--- config.mk ---
export PLATFORM = sky130hd
export DESIGN_NAME = slice_column_renderer_flat
export DESIGN_NICKNAME = d
export VERILOG_FILES = /design/src/rtl/slice_column_renderer_if.sv /design/src/rtl/slice_column_renderer.sv /design/src/flat_wrapper.sv
export SDC_FILE = /design/constraint.sdc
export NUM_CORES = 1
export LEC_CHECK = 0
export CAP_MARGIN = 40
export CORE_UTILIZATION = 56
export CTS_CLUSTER_DIAMETER = 80
export CTS_CLUSTER_SIZE = 24
export DETAILED_ROUTE_END_ITERATION = 12
export PLACE_DENSITY = 0.77
export SLEW_MARGIN = 15
export SYNTH_ARGS = -nofsm -noshare
export SYNTH_HDL_FRONTEND = slang
export SYNTH_SLANG_ARGS = --single-unit
--- constraint.sdc ---
create_clock -name clock -period 3.7 [get_ports clock]
set_clock_uncertainty 0.15 [all_clocks]
set_input_delay 0.74 -clock clock [delete_from_list [all_inputs] [get_ports clock]]
set_output_delay 0.74 -clock clock [all_outputs]
set_load 0.05 [all_outputs]
--- src/rtl/slice_column_renderer_if.sv ---
// Column draw request/handshake plus the VGA adapter pixel-write bus.
// Latency: none, wiring only.
// Backpressure: start is only honoured while ready=1; the pixel bus has no stall.
interface slice_column_renderer_if;
    // Request side: column sequencer to renderer
    logic       start;
    logic [7:0] column;
    logic [6:0] slice_size;
    logic       ready;
    logic       done;

    // Pixel side: renderer to VGA adapter
    logic [7:0] x;
    logic [6:0] y;
    logic [2:0] colour;
    logic       plot;

    // Renderer view
    modport slave (
        input  start,
        input  column,
        input  slice_size,
        output ready,
        output done,
        output x,
        output y,
        output colour,
        output plot
    );

    // Sequencer / adapter view
    modport master (
        output start,
        output column,
        output slice_size,
        input  ready,
        input  done,
        input  x,
        input  y,
        input  colour,
        input  plot
    );
endinterface

--- src/rtl/slice_column_renderer.sv ---
// Rasterises one screen column (ceiling / centred wall band / floor), one pixel per clock.
// Latency: first pixel one clock after the accepting edge, done 121 clocks after it, idle at 122.
// Backpressure: none on the pixel bus; start is ignored while busy (ready=0), nothing is queued.
module slice_column_renderer #(
    parameter int             SCREEN_W     = 160,
    parameter int             SCREEN_H     = 120,
    parameter logic [2:0]     CEIL_COLOUR  = 3'b001,
    parameter logic [2:0]     WALL_COLOUR  = 3'b111,
    parameter logic [2:0]     FLOOR_COLOUR = 3'b010
) (
    input  logic                    clock,
    input  logic                    resetn,
    slice_column_renderer_if.slave  bus
);

    localparam logic [1:0] S_IDLE  = 2'd0;
    localparam logic [1:0] S_SETUP = 2'd1;
    localparam logic [1:0] S_DRAW  = 2'd2;
    localparam logic [1:0] S_DONE  = 2'd3;

    localparam logic [7:0] SCREEN_W_8 = 8'(SCREEN_W);
    localparam logic [7:0] SCREEN_H_8 = 8'(SCREEN_H);

    logic [1:0] state_q,  state_d;
    logic [7:0] col_q,    col_d;
    logic [6:0] size_q,   size_d;
    logic [7:0] top_q,    top_d;
    logic [7:0] bottom_q, bottom_d;
    // Index of the next row to emit: row 0 leaves during setup, so DRAW starts at 1
    logic [6:0] row_q,    row_d;

    logic [7:0] x_q,      x_d;
    logic [6:0] y_q,      y_d;
    logic [2:0] colour_q, colour_d;
    logic       plot_q,   plot_d;
    logic       done_q,   done_d;

    logic [7:0] h_clamped;
    logic [7:0] top_c;
    logic [7:0] bottom_c;

    // Pixel colour for a row against the wall band [top, bottom)
    function automatic logic [2:0] band_colour(input logic [7:0] row,
                                               input logic [7:0] top,
                                               input logic [7:0] bottom);
        if (row < top) begin
            band_colour = CEIL_COLOUR;
        end else if (row < bottom) begin
            band_colour = WALL_COLOUR;
        end else begin
            band_colour = FLOOR_COLOUR;
        end
    endfunction

    // Wall band from the latched height: clamp to screen height, centre vertically
    always_comb begin
        h_clamped = {1'b0, size_q};
        if ({1'b0, size_q} > SCREEN_H_8) begin
            h_clamped = SCREEN_H_8;
        end
        top_c    = (SCREEN_H_8 - h_clamped) >> 1;
        bottom_c = top_c + h_clamped;
    end

    // Next-state, input latching and registered pixel outputs
    always_comb begin
        state_d  = state_q;
        col_d    = col_q;
        size_d   = size_q;
        top_d    = top_q;
        bottom_d = bottom_q;
        row_d    = row_q;
        x_d      = x_q;
        y_d      = y_q;
        colour_d = colour_q;
        plot_d   = 1'b0;
        done_d   = 1'b0;

        case (state_q)
            S_IDLE: begin
                if (bus.start) begin
                    col_d   = bus.column;
                    size_d  = bus.slice_size;
                    state_d = S_SETUP;
                end
            end

            S_SETUP: begin
                // Band is registered for DRAW, but row 0 must leave on this
                // same edge, so it is coloured from the combinational band.
                top_d    = top_c;
                bottom_d = bottom_c;
                x_d      = col_q;
                y_d      = 7'd0;
                colour_d = band_colour(8'd0, top_c, bottom_c);
                plot_d   = (col_q < SCREEN_W_8);
                row_d    = 7'd1;
                state_d  = S_DRAW;
            end

            S_DRAW: begin
                if ({1'b0, row_q} == SCREEN_H_8) begin
                    // Last row already left on the previous edge
                    done_d  = 1'b1;
                    row_d   = 7'd0;
                    state_d = S_DONE;
                end else begin
                    x_d      = col_q;
                    y_d      = row_q;
                    colour_d = band_colour({1'b0, row_q}, top_q, bottom_q);
                    plot_d   = (col_q < SCREEN_W_8);
                    row_d    = row_q + 7'd1;
                end
            end

            S_DONE: begin
                state_d = S_IDLE;
            end

            default: begin
                state_d = S_IDLE;
            end
        endcase
    end

    // State and output registers; reset abandons any draw immediately
    always_ff @(posedge clock or negedge resetn) begin
        if (!resetn) begin
            state_q  <= S_IDLE;
            col_q    <= 8'd0;
            size_q   <= 7'd0;
            top_q    <= 8'd0;
            bottom_q <= 8'd0;
            row_q    <= 7'd0;
            x_q      <= 8'd0;
            y_q      <= 7'd0;
            colour_q <= 3'd0;
            plot_q   <= 1'b0;
            done_q   <= 1'b0;
        end else begin
            state_q  <= state_d;
            col_q    <= col_d;
            size_q   <= size_d;
            top_q    <= top_d;
            bottom_q <= bottom_d;
            row_q    <= row_d;
            x_q      <= x_d;
            y_q      <= y_d;
            colour_q <= colour_d;
            plot_q   <= plot_d;
            done_q   <= done_d;
        end
    end

    assign bus.ready  = (state_q == S_IDLE);
    assign bus.done   = done_q;
    assign bus.x      = x_q;
    assign bus.y      = y_q;
    assign bus.colour = colour_q;
    assign bus.plot   = plot_q;

endmodule
--- src/flat_wrapper.sv ---
// flat-port wrapper written by rule: the top's interface ports become plain ports
module slice_column_renderer_flat 
#(
    parameter int             SCREEN_W     = 160,
    parameter int             SCREEN_H     = 120,
    parameter logic [2:0]     CEIL_COLOUR  = 3'b001,
    parameter logic [2:0]     WALL_COLOUR  = 3'b111,
    parameter logic [2:0]     FLOOR_COLOUR = 3'b010
)
  (clock, resetn, bus_start, bus_column, bus_slice_size, bus_ready, bus_done, bus_x, bus_y, bus_colour, bus_plot);
  slice_column_renderer_if bus_i ();
  input  logic clock;
  input  logic resetn;
  input wire logic [$bits(bus_i.start)-1:0] bus_start;
  input wire logic [$bits(bus_i.column)-1:0] bus_column;
  input wire logic [$bits(bus_i.slice_size)-1:0] bus_slice_size;
  output wire logic [$bits(bus_i.ready)-1:0] bus_ready;
  output wire logic [$bits(bus_i.done)-1:0] bus_done;
  output wire logic [$bits(bus_i.x)-1:0] bus_x;
  output wire logic [$bits(bus_i.y)-1:0] bus_y;
  output wire logic [$bits(bus_i.colour)-1:0] bus_colour;
  output wire logic [$bits(bus_i.plot)-1:0] bus_plot;
  assign bus_i.start = bus_start;
  assign bus_i.column = bus_column;
  assign bus_i.slice_size = bus_slice_size;
  assign bus_ready = bus_i.ready;
  assign bus_done = bus_i.done;
  assign bus_x = bus_i.x;
  assign bus_y = bus_i.y;
  assign bus_colour = bus_i.colour;
  assign bus_plot = bus_i.plot;
  slice_column_renderer #(.SCREEN_W(SCREEN_W), .SCREEN_H(SCREEN_H), .CEIL_COLOUR(CEIL_COLOUR), .WALL_COLOUR(WALL_COLOUR), .FLOOR_COLOUR(FLOOR_COLOUR)) u_core (.clock(clock), .resetn(resetn), .bus(bus_i));
endmodule
==> flow_summary.yaml <==
worst_setup_path:
  path_buf_inv: 0
  end_kind: "flip-flop"
  worst-setup-path-type: "reg2reg"
  cp.required_ns: 3.76
  worstPathArrival_ns: 3.55
  critPathSlowestCell: "or4_4"
  startpoint_type: "flip-flop"
  slowest_delay_ns: 0.54
  crit_family: "simple AND/OR/NAND/NOR gates"
  crit_fanout: 7
  cp_cell_sequence: "nand4_4, nand2_1, ha_1, nor2b_1, nor2b_1, o22ai_1, ha_2, nand2_1, a211oi_2, a2111oi_4, or4_4, a221oi_2, a21oi_1"
cts:
  cts_buffer_depth: 2
  cts_setup_buffers: 0
  cts_buffers: 9
  clk_pin_slew_ns: 0.08
  holdBufCountCts: 0
  htreeDepth: 3
  clock-root-buffer: "clkbuf_8"
  clk_latency_ns: 0.35
  cts_tree: "yes"
  cts_sinks: 59
  post_cts_resized: 0
timing:
  tightest_slew_ns: 0.6427
  period_needed_ns: 3.487
  slew_viol_final: 0
  hold_viol_final: 0
  finalSetupViolations: 0
  rsz0062_at_grt: "no"
  tns_ns: 0
  relSlewSlack_pct: 57.05
  max_freq_mhz: 286.8
  fin_crit_sh_pct: 94.23
  worst_slack_ns: 0.2135
floorplan:
  dieArea_um2: 6242
  core_um2: 5608
  ios: 39
  start_util_pct: 59.21
  die_x_um: 79.01
  fp.dieH_um: 79.01
  fp-row-count: 27
logic_synthesis:
  synth_xor_area_share_pct: 1.319
  synth_compound_area_share_pct: 16.28
  yosysTopAreaCellShare_pct: 44.46
  yosysSeqAreaShare_pct: 44.46
  synth_warnings: 0
  synth_cells: 320
  synth.distinct_cells: 60
  synthTopCellsByCount: "59 x dfrtp_1, 29 x inv_1, 26 x nand2_1, 25 x mux2_2, 25 x o21ai_0"
  synth_most_common_cell: "dfrtp_1"
  synthAdderAreaFrac_pct: 9.043
  ys_async_sr_fraction_pct: 100.0
  synth_seq_cells: 59
  synth_nets: 362
  syn_avg_cell_area_um2: 10.38
  synth-edff-count: 0
  synth_mux_area_share_pct: 9.382
  synth-simple-area-share_pct: 13.11
  synth_flop_cell: "dfrtp_1"
  syn_area_um2: 3321
  synth_area_leaders: "dfrtp_1 44%, ha_1 9.0%, mux2_2 8.5%"
  yosys.area.top_type: "dfrtp_1"
  synth_top_family_by_area: "compound AO/OA/AOI/OAI gates"
min_path:
  hold_class: "in2async"
route:
  route.detailed.drc: 0
  drt.antenna.violating_nets: 0
  via_count: 2482
  via_per_inst: 5.693
  wl_mm: 6.915
  dr.first_iter.drc_count: 159
  wire_per_inst_um: 15.86
  first_pass_iters: 5
placement:
  place_ws_ns: 0.1703
  port_buffers: 38
  globalplace.congestion: 0.8630
  hpwlAfterDp_mm: 4.972
power:
  power.leakage_nw: 1.815
  p_int_uw: 991.0
  power_frac_seq_pct: 50.8
  swShare_pct: 22.02
  p_total_mw: 1.271
  power.share.clock_pct: 46.5
  ir_drop_uv: 247.2
  switchingPower_uw: 279.8
  pwr-share-comb_pct: 2.7
  power.density_nw_per_um2: 319.9
finish:
  final_core_utilization_pct: 70.84
  num-fill-cells: 448
  area.growth.synth_to_final_pct: 19.63
  multi_input_area_um2: 1663
  diodes: 0
  layout.nets: 401
  ff_latch_area_um2: 1480
  drive_above_1_share_pct: 19.23
global_routing:
  antenna_found_initial: 0
  grt.total_usage_pct: 24.68
  grt.met3_usage_pct: 5.057
  busiest_layer: "met2"
  grt_start_max_net_pins: 32
  grtUsageMet1_pct: 33.18
  grt_util_met2_pct: 37.93
  grt_pass1_vias: 2404
  grt-ovfl-total: 0
  grt_pass1_wl_mm: 11.58
outcome:
  status: "complete, no violations"
job:
  maxCapViolations: 0
==> routing by layer <==
layer  vias up  routed length (µm)
met5         -                   0
met4         0                 153
met3        12                 284
met2        72                3236
met1      1187                3241
li1       1211                   -
==> flip-flops by register name, summed over array words and instances, names as in the netlist <==
| name | flops |
|---|---|
| u_core.bus.done | 1 |
| u_core.bus.colour | 3 |
| u_core.col_q | 8 |
| u_core.bus.plot | 1 |
| u_core.bus.y | 7 |
| u_core.top_q | 7 |
| u_core.row_q | 7 |
| u_core.bottom_q | 8 |
| u_core.size_q | 7 |
| u_core.bus.x | 8 |
| u_core.state_q | 2 |
==> cells in the final DEF (no fill, tap or decap), types with 4 or more instances in the layout <==
master            n
mux2_2           25
buf_4             6
o22ai_1           5
nand3_1           6
ha_1             23
clkbuf_8         10
nand2_1          26
inv_1            29
nor2b_1           5
nor2_1           18
o21ai_0          25
nand2b_1          4
o31ai_1           4
dfrtp_1          56
clkdlybuf4s50_1  37
a22o_1            5
a21oi_1          11
==> power groups by stage <==
| stage | logic [mW] | registers (mW) | clock network (mW) |
|---|---|---|---|
| after global routing | 0.0396 | 0.645 | 0.625 |
| after detailed placement | 0.0354 | 0.658 | 0 |
| final | 0.0341 | 0.646 | 0.591 |
| after global placement | 0.0344 | 0.658 | 0 |
| after floorplan | 0.00304 | 0.658 | 0 |
| after CTS | 0.0354 | 0.646 | 0.595 |
==> final cells by class <==
cell class,count,share of cell area (%)
multi-input combinational,215,41.86
timing repair buffer,45,10.96
tap,72,2.268
clock inverter,4,1.260
sequential,59,37.26
clock buffer,12,3.654
inverter,29,2.740
==> path summary, 6_finish.rpt <==
kind	start	cells past startpoint	end	slack (ns)
min	resetn	1	u_core.bus.y[1]$_DFFE_PN0P_	0.25
max reg2reg	u_core.size_q[6]$_DFFE_PN0P_	13	u_core.bus.colour[0]$_DFFE_PN0P_	0.21
max in group asynchronous	resetn	2	u_core.size_q[6]$_DFFE_PN0P_	2.27
max	u_core.size_q[6]$_DFFE_PN0P_	13	u_core.bus.colour[0]$_DFFE_PN0P_	0.21
min reg2reg	u_core.top_q[6]$_DFFE_PN0P_	2	u_core.top_q[6]$_DFFE_PN0P_	0.34
min in group clock	u_core.top_q[6]$_DFFE_PN0P_	2	u_core.top_q[6]$_DFFE_PN0P_	0.34
==> stage by stage <==
step	instance area (µm²)	cells	hold WS, ns
finish	3973	436	0.2508
global route	3973	436	0.3099
CTS	3949	436	0.2698
detailed placement	3754	420	0.3203
global placement	3739	419	0.3191
floorplan	3321	320	0.2944
==> cells by family (layout without fill, tap and decap cells) <==
group / Yosys count / count (layout)
and+or+nand+nor: 81 / 81
muxes: 28 / 28
buffers and inverters: 46 / 90
other: 1 / 1
xor gates and xnor gates: 5 / 5
AOI/OAI and AO/OA: 76 / 76
adders and majority gates: 24 / 24
DFF: 59 / 59
Note: power is estimated with default switching activity, not from simulation.
